===== src/rtl/rv32i_pkg.sv =====
// rtl/rv32i_pkg.sv - shared RV32I branch encodings, branch-type enum and result struct
//
// Purpose: funct3 encodings for conditional branches, an opcode-independent
// branch-type enum, the registered branch result record, and a decode helper.
// Ports: none (package).

package rv32i_pkg;

    localparam logic [2:0] FUNCT3_BEQ  = 3'b000;
    localparam logic [2:0] FUNCT3_BNE  = 3'b001;
    localparam logic [2:0] FUNCT3_BLT  = 3'b100;
    localparam logic [2:0] FUNCT3_BGE  = 3'b101;
    localparam logic [2:0] FUNCT3_BLTU = 3'b110;
    localparam logic [2:0] FUNCT3_BGEU = 3'b111;

    typedef enum logic [3:0] {
        BR_EQ,
        BR_NE,
        BR_LT,
        BR_GE,
        BR_LTU,
        BR_GEU,
        BR_JAL,
        BR_JALR,
        BR_ILLEGAL
    } br_type_e;

    typedef struct packed {
        logic        taken;
        logic [31:0] target;
        logic [31:0] link;
        logic        misalign;
        logic        illegal;
    } br_result_t;

    // Jumps override funct3; the two reserved funct3 codes (010, 011) decode as illegal.
    function automatic br_type_e decode_br_type(input logic [2:0] funct3,
                                                input logic       jal,
                                                input logic       jalr);
        br_type_e t;
        if (jal) begin
            t = BR_JAL;
        end else if (jalr) begin
            t = BR_JALR;
        end else begin
            case (funct3)
                FUNCT3_BEQ:  t = BR_EQ;
                FUNCT3_BNE:  t = BR_NE;
                FUNCT3_BLT:  t = BR_LT;
                FUNCT3_BGE:  t = BR_GE;
                FUNCT3_BLTU: t = BR_LTU;
                FUNCT3_BGEU: t = BR_GEU;
                default:     t = BR_ILLEGAL;
            endcase
        end
        return t;
    endfunction

endpackage


===== src/rtl/branch_cmp.sv =====
// rtl/branch_cmp.sv - 32-bit combinational comparator for branch conditions
//
// Purpose: produce less-than (signed or unsigned) and equality of two operands.
// Ports:
//   a, b       in  32  operands
//   is_signed  in  1   1 = two's-complement ordering, 0 = unsigned ordering
//   lt         out 1   a < b under the selected ordering
//   eq         out 1   a == b

module branch_cmp (
    input  logic [31:0] a,
    input  logic [31:0] b,
    input  logic        is_signed,
    output logic        lt,
    output logic        eq
);

    always_comb begin
        eq = (a == b);
        if (is_signed) begin
            lt = ($signed(a) < $signed(b));
        end else begin
            lt = (a < b);
        end
    end

endmodule


===== src/rtl/branch_unit.sv =====
// rtl/branch_unit.sv - two-stage pipelined RV32I branch/jump resolution unit
//
// Purpose: resolve conditional branches, JAL and JALR into taken/target/link
// with illegal-funct3 and misaligned-target flags, through a two-stage
// valid/ready pipeline (S1 captures the request, S2 holds the result).
// Ports:
//   i_clk, i_rst                   clock, synchronous active-high reset
//   i_valid / o_ready              request handshake
//   i_funct3, i_jal, i_jalr        branch condition / jump select
//   i_rs1, i_rs2, i_pc, i_imm      operands, PC, sign-extended immediate
//   i_flush                        drop everything in flight
//   o_valid / i_ready              result handshake
//   o_taken, o_target, o_link,
//   o_misalign, o_illegal          result fields

module branch_unit
    import rv32i_pkg::*;
#(
    parameter int ALIGN_CHECK = 1
) (
    input  logic        i_clk,
    input  logic        i_rst,
    input  logic        i_valid,
    output logic        o_ready,
    input  logic [2:0]  i_funct3,
    input  logic        i_jal,
    input  logic        i_jalr,
    input  logic [31:0] i_rs1,
    input  logic [31:0] i_rs2,
    input  logic [31:0] i_pc,
    input  logic [31:0] i_imm,
    input  logic        i_flush,
    output logic        o_valid,
    input  logic        i_ready,
    output logic        o_taken,
    output logic [31:0] o_target,
    output logic [31:0] o_link,
    output logic        o_misalign,
    output logic        o_illegal
);

    // S1: captured request
    logic        s1_valid;
    logic [2:0]  s1_funct3;
    logic        s1_jal;
    logic        s1_jalr;
    logic [31:0] s1_rs1;
    logic [31:0] s1_rs2;
    logic [31:0] s1_pc;
    logic [31:0] s1_imm;

    // S2: resolved result
    logic        s2_valid;
    br_result_t  s2_res;

    br_type_e    br_type;
    br_result_t  res;
    logic        cmp_lt;
    logic        cmp_eq;
    logic        cmp_signed;
    logic        cond_taken;
    logic        s2_load;
    logic        s1_accept;

    // funct3[1] is 0 for BLT/BGE and 1 for BLTU/BGEU.
    assign cmp_signed = ~s1_funct3[1];

    branch_cmp u_cmp (
        .a         (s1_rs1),
        .b         (s1_rs2),
        .is_signed (cmp_signed),
        .lt        (cmp_lt),
        .eq        (cmp_eq)
    );

    always_comb begin
        br_type    = decode_br_type(s1_funct3, s1_jal, s1_jalr);
        cond_taken = 1'b0;
        res        = '0;

        case (br_type)
            BR_EQ:   cond_taken = cmp_eq;
            BR_NE:   cond_taken = ~cmp_eq;
            BR_LT:   cond_taken = cmp_lt;
            BR_GE:   cond_taken = ~cmp_lt;
            BR_LTU:  cond_taken = cmp_lt;
            BR_GEU:  cond_taken = ~cmp_lt;
            BR_JAL:  cond_taken = 1'b1;
            BR_JALR: cond_taken = 1'b1;
            default: cond_taken = 1'b0;
        endcase

        if (br_type == BR_JALR) begin
            res.target = (s1_rs1 + s1_imm) & 32'hFFFF_FFFE;
        end else begin
            res.target = s1_pc + s1_imm;
        end
        res.link     = s1_pc + 32'd4;
        res.taken    = cond_taken;
        res.illegal  = (br_type == BR_ILLEGAL);
        res.misalign = (ALIGN_CHECK != 0) && cond_taken && (res.target[1:0] != 2'b00);
    end

    // S2 loads when empty or draining; S1 advances exactly when S2 loads.
    assign s2_load   = s1_valid && (!s2_valid || i_ready);
    assign o_ready   = !i_rst && (!s1_valid || s2_load);
    assign s1_accept = i_valid && o_ready && !i_flush;

    always_ff @(posedge i_clk) begin
        if (i_rst) begin
            s1_valid  <= 1'b0;
            s2_valid  <= 1'b0;
            s2_res    <= '0;
            s1_funct3 <= '0;
            s1_jal    <= 1'b0;
            s1_jalr   <= 1'b0;
            s1_rs1    <= '0;
            s1_rs2    <= '0;
            s1_pc     <= '0;
            s1_imm    <= '0;
        end else if (i_flush) begin
            // A result handed over this same cycle was already consumed.
            s1_valid <= 1'b0;
            s2_valid <= 1'b0;
        end else begin
            if (s2_load) begin
                s2_valid <= 1'b1;
                s2_res   <= res;
            end else if (s2_valid && i_ready) begin
                s2_valid <= 1'b0;
            end

            if (s1_accept) begin
                s1_valid  <= 1'b1;
                s1_funct3 <= i_funct3;
                s1_jal    <= i_jal;
                s1_jalr   <= i_jalr;
                s1_rs1    <= i_rs1;
                s1_rs2    <= i_rs2;
                s1_pc     <= i_pc;
                s1_imm    <= i_imm;
            end else if (s2_load) begin
                s1_valid <= 1'b0;
            end
        end
    end

    // Outputs are forced to zero during reset, including the first reset cycle.
    assign o_valid    = !i_rst && s2_valid;
    assign o_taken    = !i_rst && s2_res.taken;
    assign o_misalign = !i_rst && s2_res.misalign;
    assign o_illegal  = !i_rst && s2_res.illegal;
    assign o_target   = i_rst ? 32'd0 : s2_res.target;
    assign o_link     = i_rst ? 32'd0 : s2_res.link;

endmodule

===== config.mk =====
export PLATFORM = sky130hd
export DESIGN_NAME = branch_unit
export DESIGN_NICKNAME = d
export VERILOG_FILES = /design/src/rtl/rv32i_pkg.sv /design/src/rtl/branch_cmp.sv /design/src/rtl/branch_unit.sv
export SDC_FILE = /design/constraint.sdc
export NUM_CORES = 1
export LEC_CHECK = 0
export CAP_MARGIN = 20
export CORE_UTILIZATION = 54
export DETAILED_ROUTE_END_ITERATION = 10
export GPL_TIMING_DRIVEN = 0
export PLACE_DENSITY_LB_ADDON = 0.25
export SKIP_LAST_GASP = 1
export SYNTH_ARGS = -nofsm -noshare
export SYNTH_HDL_FRONTEND = slang
export SYNTH_SLANG_ARGS = --single-unit

===== constraint.sdc =====
create_clock -name i_clk -period 3.7 [get_ports i_clk]
set_clock_uncertainty 0.15 [all_clocks]
set_input_delay 0.37 -clock i_clk [delete_from_list [all_inputs] [get_ports i_clk]]
set_output_delay 0.37 -clock i_clk [all_outputs]
set_load 0.005 [all_outputs]

==> results of run 1 <==
==> cells by family (layout without fill, tap and decap cells) <==
group           Yosys count  in the layout  synth area share
flops                   202            202             0.334
fa+ha+maj                96             96             0.100
buf+inv                 127            368            0.0401
mux                       3              3           0.00248
compound gates          323            323             0.183
xor+xnor                 78             78            0.0564
simple gates            706            706             0.284
==> through the flow <==
| step | total power [uW] | cells |
|---|---|---|
| 3_5_place_dp | 3330 | 2022 |
| 3_3_place_gp | 3310 | 2021 |
| 2_1_floorplan | 2930 | 1535 |
| 5_1_grt | 5590 | 2056 |
| 6_report | 5410 | 2056 |
| 4_1_cts | 5390 | 2056 |
==> cells in the mapped netlist (5+ instances only) <==
cell         n  share of area
xor2_1      34          0.025
and3_1      16         0.0083
nor2_1     102          0.032
nor2b_1     78          0.040
nand3b_1    99          0.061
ha_1        94          0.097
a21oi_1     79          0.033
o21ai_0     45          0.019
a311oi_1    12         0.0087
nand2_1    316          0.098
inv_1       44          0.014
or3_1       10         0.0052
a2bb2oi_1    8         0.0058
o31ai_1     36          0.022
nor3_1      17         0.0070
nand2b_1     6         0.0031
buf_1        5         0.0015
xnor2_1     44          0.032
a211oi_1    35          0.022
nand3_1     35          0.014
clkbuf_1    76          0.024
o211ai_1    11         0.0068
nand4_1     13         0.0067
o21a_1      10         0.0062
o21bai_1     7         0.0043
a21o_1      42          0.026
dfxtp_1    202           0.33
==> state kept, by name (all words and copies together), names as in the netlist <==
register	flops
s1_valid	1
s2_res	67
s1_jal	1
s1_rs1	32
s1_funct3	3
s1_pc	32
s1_rs2	32
s1_jalr	1
s1_imm	32
s2_valid	1
==> what timing repair did <==
item	CTS	global route
resized for setup	3	7
pin swaps	0	0
setup endpoints to repair	17	5
==> cells in the final DEF (no fill, tap or decap), types with 13 or more instances in the layout <==
cell / n
o31ai_1: 36
xor2_1: 34
xnor2_1: 44
a21oi_1: 79
clkbuf_16: 23
inv_1: 44
nor2_1: 102
nand3b_1: 99
nor2b_1: 78
nand2_1: 316
dfxtp_1: 202
and3_1: 16
nor3_1: 17
a211oi_1: 35
a21o_1: 42
ha_1: 94
o21ai_0: 45
nand3_1: 35
nand4_1: 13
clkbuf_1: 78
clkdlybuf4s50_1: 206
==> critical path: cells and delay by family, from the launching register on <==
kind	cells	cell delay, ns
compound gates	7	1.74
simple gates	2	0.36
flops	1	0.41
fa+ha+maj	2	0.68
xor+xnor	1	0.11
==> metal layers <==
metal,vias to the layer above,GRT usage,routed length [um]
met2,462,0.578,18400
met5,-,0,0
met1,5563,0.470,17700
met4,0,0.139,1650
li1,5803,-,-
met3,82,0.0494,3010
==> power by group through the flow <==
stage	Clock (uW)	Combinational (uW)	Sequential (uW)
final	2090	932	2390
after global routing	2180	1020	2400
after CTS	2100	913	2380
after detailed placement	0	900	2430
after global placement	0	888	2430
after floorplan	0	543	2380
==> layout make-up <==
cell class | instances | area [sq um] | area share
Buffer | 83 | 324 | 0.0213
Clock buffer | 31 | 646 | 0.0424
Clock inverter | 3 | 18.8 | 0.00123
Inverter | 44 | 165 | 0.0108
Multi-Input combinational cell | 1206 | 7620 | 0.500
Sequential cell | 202 | 4040 | 0.265
Tap cell | 280 | 350 | 0.0230
Timing Repair Buffer | 207 | 2070 | 0.136
==> how the worst max path moves through the flow <==
stage	start	to	slack (ns)	cells past startpoint
final	s1_pc[0]$_SDFFE_PP0P_	s2_res[64]$_SDFFE_PP0P_	0.15	12
after global routing	s1_pc[0]$_SDFFE_PP0P_	s2_res[60]$_SDFFE_PP0P_	-0.02	12
after CTS	s1_rs1[1]$_SDFFE_PP0P_	s2_res[66]$_SDFFE_PP0P_	0.06	12
after detailed placement	i_rst	o_ready	-0.12	6
after global placement	s1_rs1[31]$_SDFFE_PP0P_	s2_res[1]$_SDFFE_PP0P_	-0.35	8
after floorplan	s1_imm[0]$_SDFFE_PP0P_	s2_res[64]$_SDFFE_PP0P_	0.67	12
==> reports/qor.tcl, run 1 <==
set qor(power_share_of_the_clock_group) 0.386
set qor(grt_max_degree) 12
set qor(clk_pin_slew_ns) 0.06
set qor(layout-drive-gt1-share) 0.0293
set qor(clk-insertion-delay-late_ns) 0.52
set qor(globalplace.congestion) 0.999
set qor(cts-root-to-sink-buffers) 3
set qor(worst_path_most_repeated_cell) {o211ai_1}
set qor(post-route-drc-count) 0
set qor(startpoint_class_of_the_critical_path) {flip-flop}
set qor(syn_to_final_growth_pct) 25.8
set qor(clock_tree.htree_level_count) 1
set qor(floorplan.rows) 54
set qor(timing.critical_path.to_type) {flip-flop}
set qor(seq_power_share) 0.442
set qor(final_nets) 2001
set qor(vias_in_the_first_global_route) 11200
set qor(number_of_instances_on_the_worst_hold_path) 3
set qor(synth.cell_area_sq_um) 12100
set qor(hold_end) {s1_rs1[9]$_SDFFE_PP0P_}
set qor(fp.dieArea_sq_um) 23000
set qor(fin_hold_ws_ns) 0.233
set qor(max_slew.worst_pin.slew_ns) 1.01
set qor(numCtsBuffers) 23
set qor(postSynthCellCount) 1535
set qor(grt_antenna_before_repair) 1
set qor(avgSynthCellArea_sq_um) 7.89
set qor(finalMaxSlewViolations) 0
set qor(detailed_place_hpwl_um) 31800
set qor(grtUsageTotal) 0.354
set qor(timing.critical_path.required_ns) 3.97
set qor(hold_startpoint) {i_rs1[9]}
set qor(cts_tree) {yes}
set qor(grt_first_pass_wirelength_um) 61300
set qor(post_synth_num_cell_types) 65
set qor(drtIter0Drc) 851
set qor(crit_type) {flip-flop to flip-flop}
set qor(finalWirelength_um) 40700
set qor(start_util) 0.553
set qor(antenna-diode-count) 0
set qor(place_ws_ns) -0.117
set qor(root_buffer) {clkbuf_16}
set qor(finalSetupViolCount) 0
set qor(cp_cell_sequence) {ha_1 > fa_1 > a21o_1 > a221oi_4 > o211ai_1 > nand3_1 > nand4_1 > a31oi_4 > o211ai_1 > a221oi_2 > xor2_1 > a311oi_1}
set qor(cellInternalPower_uw) 3920
set qor(worstPathArrival_ns) 3.81
set qor(finalHoldViolCount) 0
set qor(worst_r2r_endpoint) {s2_res[64]$_SDFFE_PP0P_}
set qor(post_drt_wl_per_cell_um) 19.8
set qor(finish.instance_area_sq_um) 15200
set qor(synth-seq-cells) 202
set qor(synth_flop_cell) {dfxtp_1}
set qor(timing.reg2reg.setup_slack_ns) 0.15
set qor(placedInstanceArea_sq_um) 14500
set qor(die_width_um) 152
set qor(time_the_worst_path_needs_with_i_o_delays_and_setup_ns) 3.55
set qor(post_cts.repair.setup_buffers) 0
set qor(critical_path_peak_fanout) 4
set qor(placeableCoreArea_sq_um) 21900
set qor(clock_sink_count) 202
set qor(p_leak_uw) 0.00647
set qor(antenna_left) 0
set qor(maxCapViolCount) 0
set qor(cts-hold-fix-buffers) 0
set qor(synth_seq_area_share) 0.334
set qor(synth_enable_flop_cells) 0
set qor(master_of_the_slowest_instance_on_the_critical_path) {fa_1}
set qor(hold_path_class) {input port to flip-flop}
set qor(status) {complete, no violations}
set qor(postLayoutCoreUtil) 0.696
set qor(portBuffers) 206
set qor(power_density_of_the_placed_cells_nw_per_um2) 355
set qor(synthesis.yosys.warnings) 0
set qor(globalRouteOverflowTotal) 0
set qor(syn_nets) 1769
set qor(num_io_pins) 207
set qor(fin_crit_sh) 0.959
set qor(comb_power_share) 0.172
set qor(via_total_after_detailed_routing) 11900
set qor(ff_to_ff_start) {s1_pc[0]$_SDFFE_PP0P_}
set qor(drt_first_pass_iters) 5
set qor(crit_path_max_incr_delay_ns) 0.42
set qor(power_switching_share) 0.276
set qor(rr_worst_depth) 12
set qor(fillerInstances) 1856
set qor(fmax_ghz) 0.282
set qor(max_slew_margin_vs_limit) 0.329
set qor(post-route-worst-setup-slack_ns) 0.153
set qor(die_height_um) 152
set qor(synth-async-reset-ratio) 0
set qor(netSwitchingPower_uw) 1490
set qor(fin_setup_tns_ns) 0
set qor(vdd_ir_drop_max_mv) 0.362
set qor(detail_route.vias_per_cell) 5.79
Note: power is estimated with default switching activity, not from simulation.
==> run 2: changes to the inputs <==
--- a/config.mk
+++ b/config.mk
@@ -8,7 +8,6 @@
 export CAP_MARGIN = 20
 export CORE_UTILIZATION = 54
 export DETAILED_ROUTE_END_ITERATION = 10
-export GPL_TIMING_DRIVEN = 0
 export PLACE_DENSITY_LB_ADDON = 0.25
 export SKIP_LAST_GASP = 1
 export SYNTH_ARGS = -nofsm -noshare
==> run 2 against run 1 <==
  * Routed wire length down 20%
  * Sequential power about the same
  * Cell count down 3.2%
  * Flip-flop and latch count is the same
  * Sequential share of layout area up 0.13 points
  * Power grew 2.3%
  * Worst setup slack better by 0.16 ns
  * Non-clock buffer count fell by 73
  * Final area shrank 0.50%
  * Critical path depth stayed put
  * Largest power group unchanged
==> reports/qor.tcl, run 2 (same netlist as run 1, synthesis figures left out) <==
set qor(rr_worst_depth) 12
set qor(finalHoldViolCount) 0
set qor(root_buffer) {clkbuf_16}
set qor(antenna-diode-count) 0
set qor(number_of_flip_flops_in_the_largest_register) 67
set qor(finalWirelength_um) 32700
set qor(master_of_the_slowest_instance_on_the_critical_path) {fa_1}
set qor(power_share_of_the_clock_group) 0.414
set qor(time_the_worst_path_needs_with_i_o_delays_and_setup_ns) 3.39
set qor(cts-hold-fix-buffers) 0
set qor(power_switching_share) 0.258
set qor(syn_to_final_growth_pct) 25.1
set qor(crit_cells) 12
set qor(timing.critical_path.required_ns) 3.97
set qor(crit_type) {flip-flop to flip-flop}
set qor(clk_pin_slew_ns) 0.06
set qor(maxCapViolCount) 0
set qor(start_util) 0.553
set qor(power_density_of_the_placed_cells_nw_per_um2) 365
set qor(largest-register) {s2_res}
set qor(crit_path_max_incr_delay_ns) 0.42
set qor(clk-insertion-delay-late_ns) 0.51
set qor(timing.reg2reg.setup_slack_ns) 0.31
set qor(grtUsageTotal) 0.282
set qor(max_slew_margin_vs_limit) 0.452
set qor(post_drt_wl_per_cell_um) 16.4
set qor(detailed_place_hpwl_um) 24200
set qor(worst_r2r_endpoint) {s2_res[64]$_SDFFE_PP0P_}
set qor(grt_max_degree) 103
set qor(path_delay_family) {compound AO/OA/AOI/OAI gates}
set qor(hold_end) {s2_res[50]$_SDFFE_PP0P_}
set qor(die_width_um) 152
set qor(globalplace.congestion) 0.938
set qor(timing.critical_path.to_type) {flip-flop}
set qor(ff_to_ff_start) {s1_imm[0]$_SDFFE_PP0P_}
set qor(grt_first_pass_wirelength_um) 51500
set qor(post-route-drc-count) 0
set qor(globalRouteOverflowTotal) 0
set qor(vdd_ir_drop_max_mv) 0.275
set qor(cts_tree) {yes}
set qor(p_leak_uw) 0.00648
set qor(clock_tree.htree_level_count) 1
set qor(cts-root-to-sink-buffers) 3
set qor(final_cell_mix) {nand2_1 (316), clkdlybuf4s50_1 (205), dfxtp_1 (202), nor2_1 (102), nand3b_1 (99)}
set qor(seq_power_share) 0.431
set qor(worst_path_most_repeated_cell) {o211ai_1}
set qor(detail_route.vias_per_cell) 5.61
set qor(finalMaxSlewViolations) 0
set qor(finish.instance_area_sq_um) 15200
set qor(placedInstanceArea_sq_um) 14400
set qor(comb_power_share) 0.156
set qor(number_of_instances_on_the_worst_hold_path) 2
set qor(fmax_ghz) 0.295
set qor(fin_setup_tns_ns) 0
set qor(drt_first_pass_iters) 5
set qor(netSwitchingPower_uw) 1430
set qor(worstPathArrival_ns) 3.65
set qor(placeableCoreArea_sq_um) 21900
set qor(hold_startpoint) {i_rst}
set qor(layout-drive-gt1-share) 0.0386
set qor(finalSetupViolCount) 0
set qor(post_cts.repair.setup_buffers) 0
set qor(fp.dieArea_sq_um) 23000
set qor(post_cts_resize_count) 0
set qor(antenna_left) 0
set qor(clock_sink_count) 202
set qor(cp_cell_sequence) {ha_1 > fa_1 > a21o_1 > a221oi_4 > o211ai_1 > nand3_1 > nand4_1 > a31oi_2 > o211ai_1 > a221oi_2 > xor2_1 > a311oi_1}
set qor(mostFrequentLayoutCell) {nand2_1}
set qor(vias_in_the_first_global_route) 10200
set qor(max_slew.worst_pin.slew_ns) 0.822
set qor(numCtsBuffers) 23
set qor(portBuffers) 206
set qor(status) {complete, no violations}
set qor(fin_crit_sh) 0.916
set qor(grt_antenna_before_repair) 0
set qor(floorplan.rows) 54
set qor(hold_path_class) {input port to flip-flop}
set qor(critical_path_peak_fanout) 4
set qor(rsz0062_at_grt) {no}
set qor(die_height_um) 152
set qor(final_nets) 1928
set qor(cp.buffers_inverters) 0
set qor(postLayoutCoreUtil) 0.693
set qor(num_io_pins) 207
set qor(drtIter0Drc) 640
set qor(via_total_after_detailed_routing) 11200
set qor(startpoint_class_of_the_critical_path) {flip-flop}
set qor(cellInternalPower_uw) 4110
run 2: cell type report:
type                    count  area, sq um
repair buffers            217         2210
inverters                  44          165
well taps                 280          350
flip-flops and latches    202         4040
fillers                  1827         6730
clock buffers              35          681
multi-input cells        1206         7630
clock inverters             6         80.1
run 2: power by group through the flow:
stage / combinational, uW / sequential, uW / clock [uW]
2_1_floorplan: 543 / 2380 / 0
3_3_place_gp: 833 / 2420 / 0
3_5_place_dp: 845 / 2430 / 0
4_1_cts: 854 / 2380 / 2320
5_1_grt: 955 / 2390 / 2400
6_report: 860 / 2380 / 2290
run 2: worst max-delay path by stage:
stage | from | to
2_1_floorplan | s1_imm[0]$_SDFFE_PP0P_ | s2_res[64]$_SDFFE_PP0P_
3_5_place_dp | s1_imm[0]$_SDFFE_PP0P_ | s2_res[64]$_SDFFE_PP0P_
4_1_cts | s1_rs1[31]$_SDFFE_PP0P_ | s2_res[1]$_SDFFE_PP0P_
5_1_grt | s1_imm[0]$_SDFFE_PP0P_ | s2_res[60]$_SDFFE_PP0P_
6_report | s1_imm[0]$_SDFFE_PP0P_ | s2_res[64]$_SDFFE_PP0P_
3_3_place_gp | s1_rs1[31]$_SDFFE_PP0P_ | s2_res[1]$_SDFFE_PP0P_
run 2: layer usage:
layer,wire length (um),share of wire,global-route usage
met5,0,0,0
met4,722,0.022,0.0767
met3,2300,0.070,0.0377
met2,14200,0.43,0.443
met1,15500,0.47,0.402
run 2: per-stage QoR:
| stage | std cells | hold WS [ns] | total power [uW] | setup WS [ns] |
|---|---|---|---|---|
| finish | 1990 | 0.230 | 5530 | 0.313 |
| global route | 1990 | 0.249 | 5750 | 0.0414 |
| CTS | 1990 | 0.217 | 5560 | 0.213 |
| detailed placement | 1949 | 0.298 | 3270 | 0.220 |
| global placement | 1949 | 0.285 | 3260 | 0.238 |
| floorplan | 1535 | 0.277 | 2930 | 0.670 |
==> run 3: changes to the inputs <==
--- a/config.mk
+++ b/config.mk
@@ -9,6 +9,7 @@
 export CORE_UTILIZATION = 54
 export DETAILED_ROUTE_END_ITERATION = 10
 export PLACE_DENSITY_LB_ADDON = 0.25
+export SKIP_CTS_REPAIR_TIMING = 1
 export SKIP_LAST_GASP = 1
 export SYNTH_ARGS = -nofsm -noshare
 export SYNTH_HDL_FRONTEND = slang
==> results of run 3 <==
The final DEF is identical to that of run 2; final timing and power are the same.
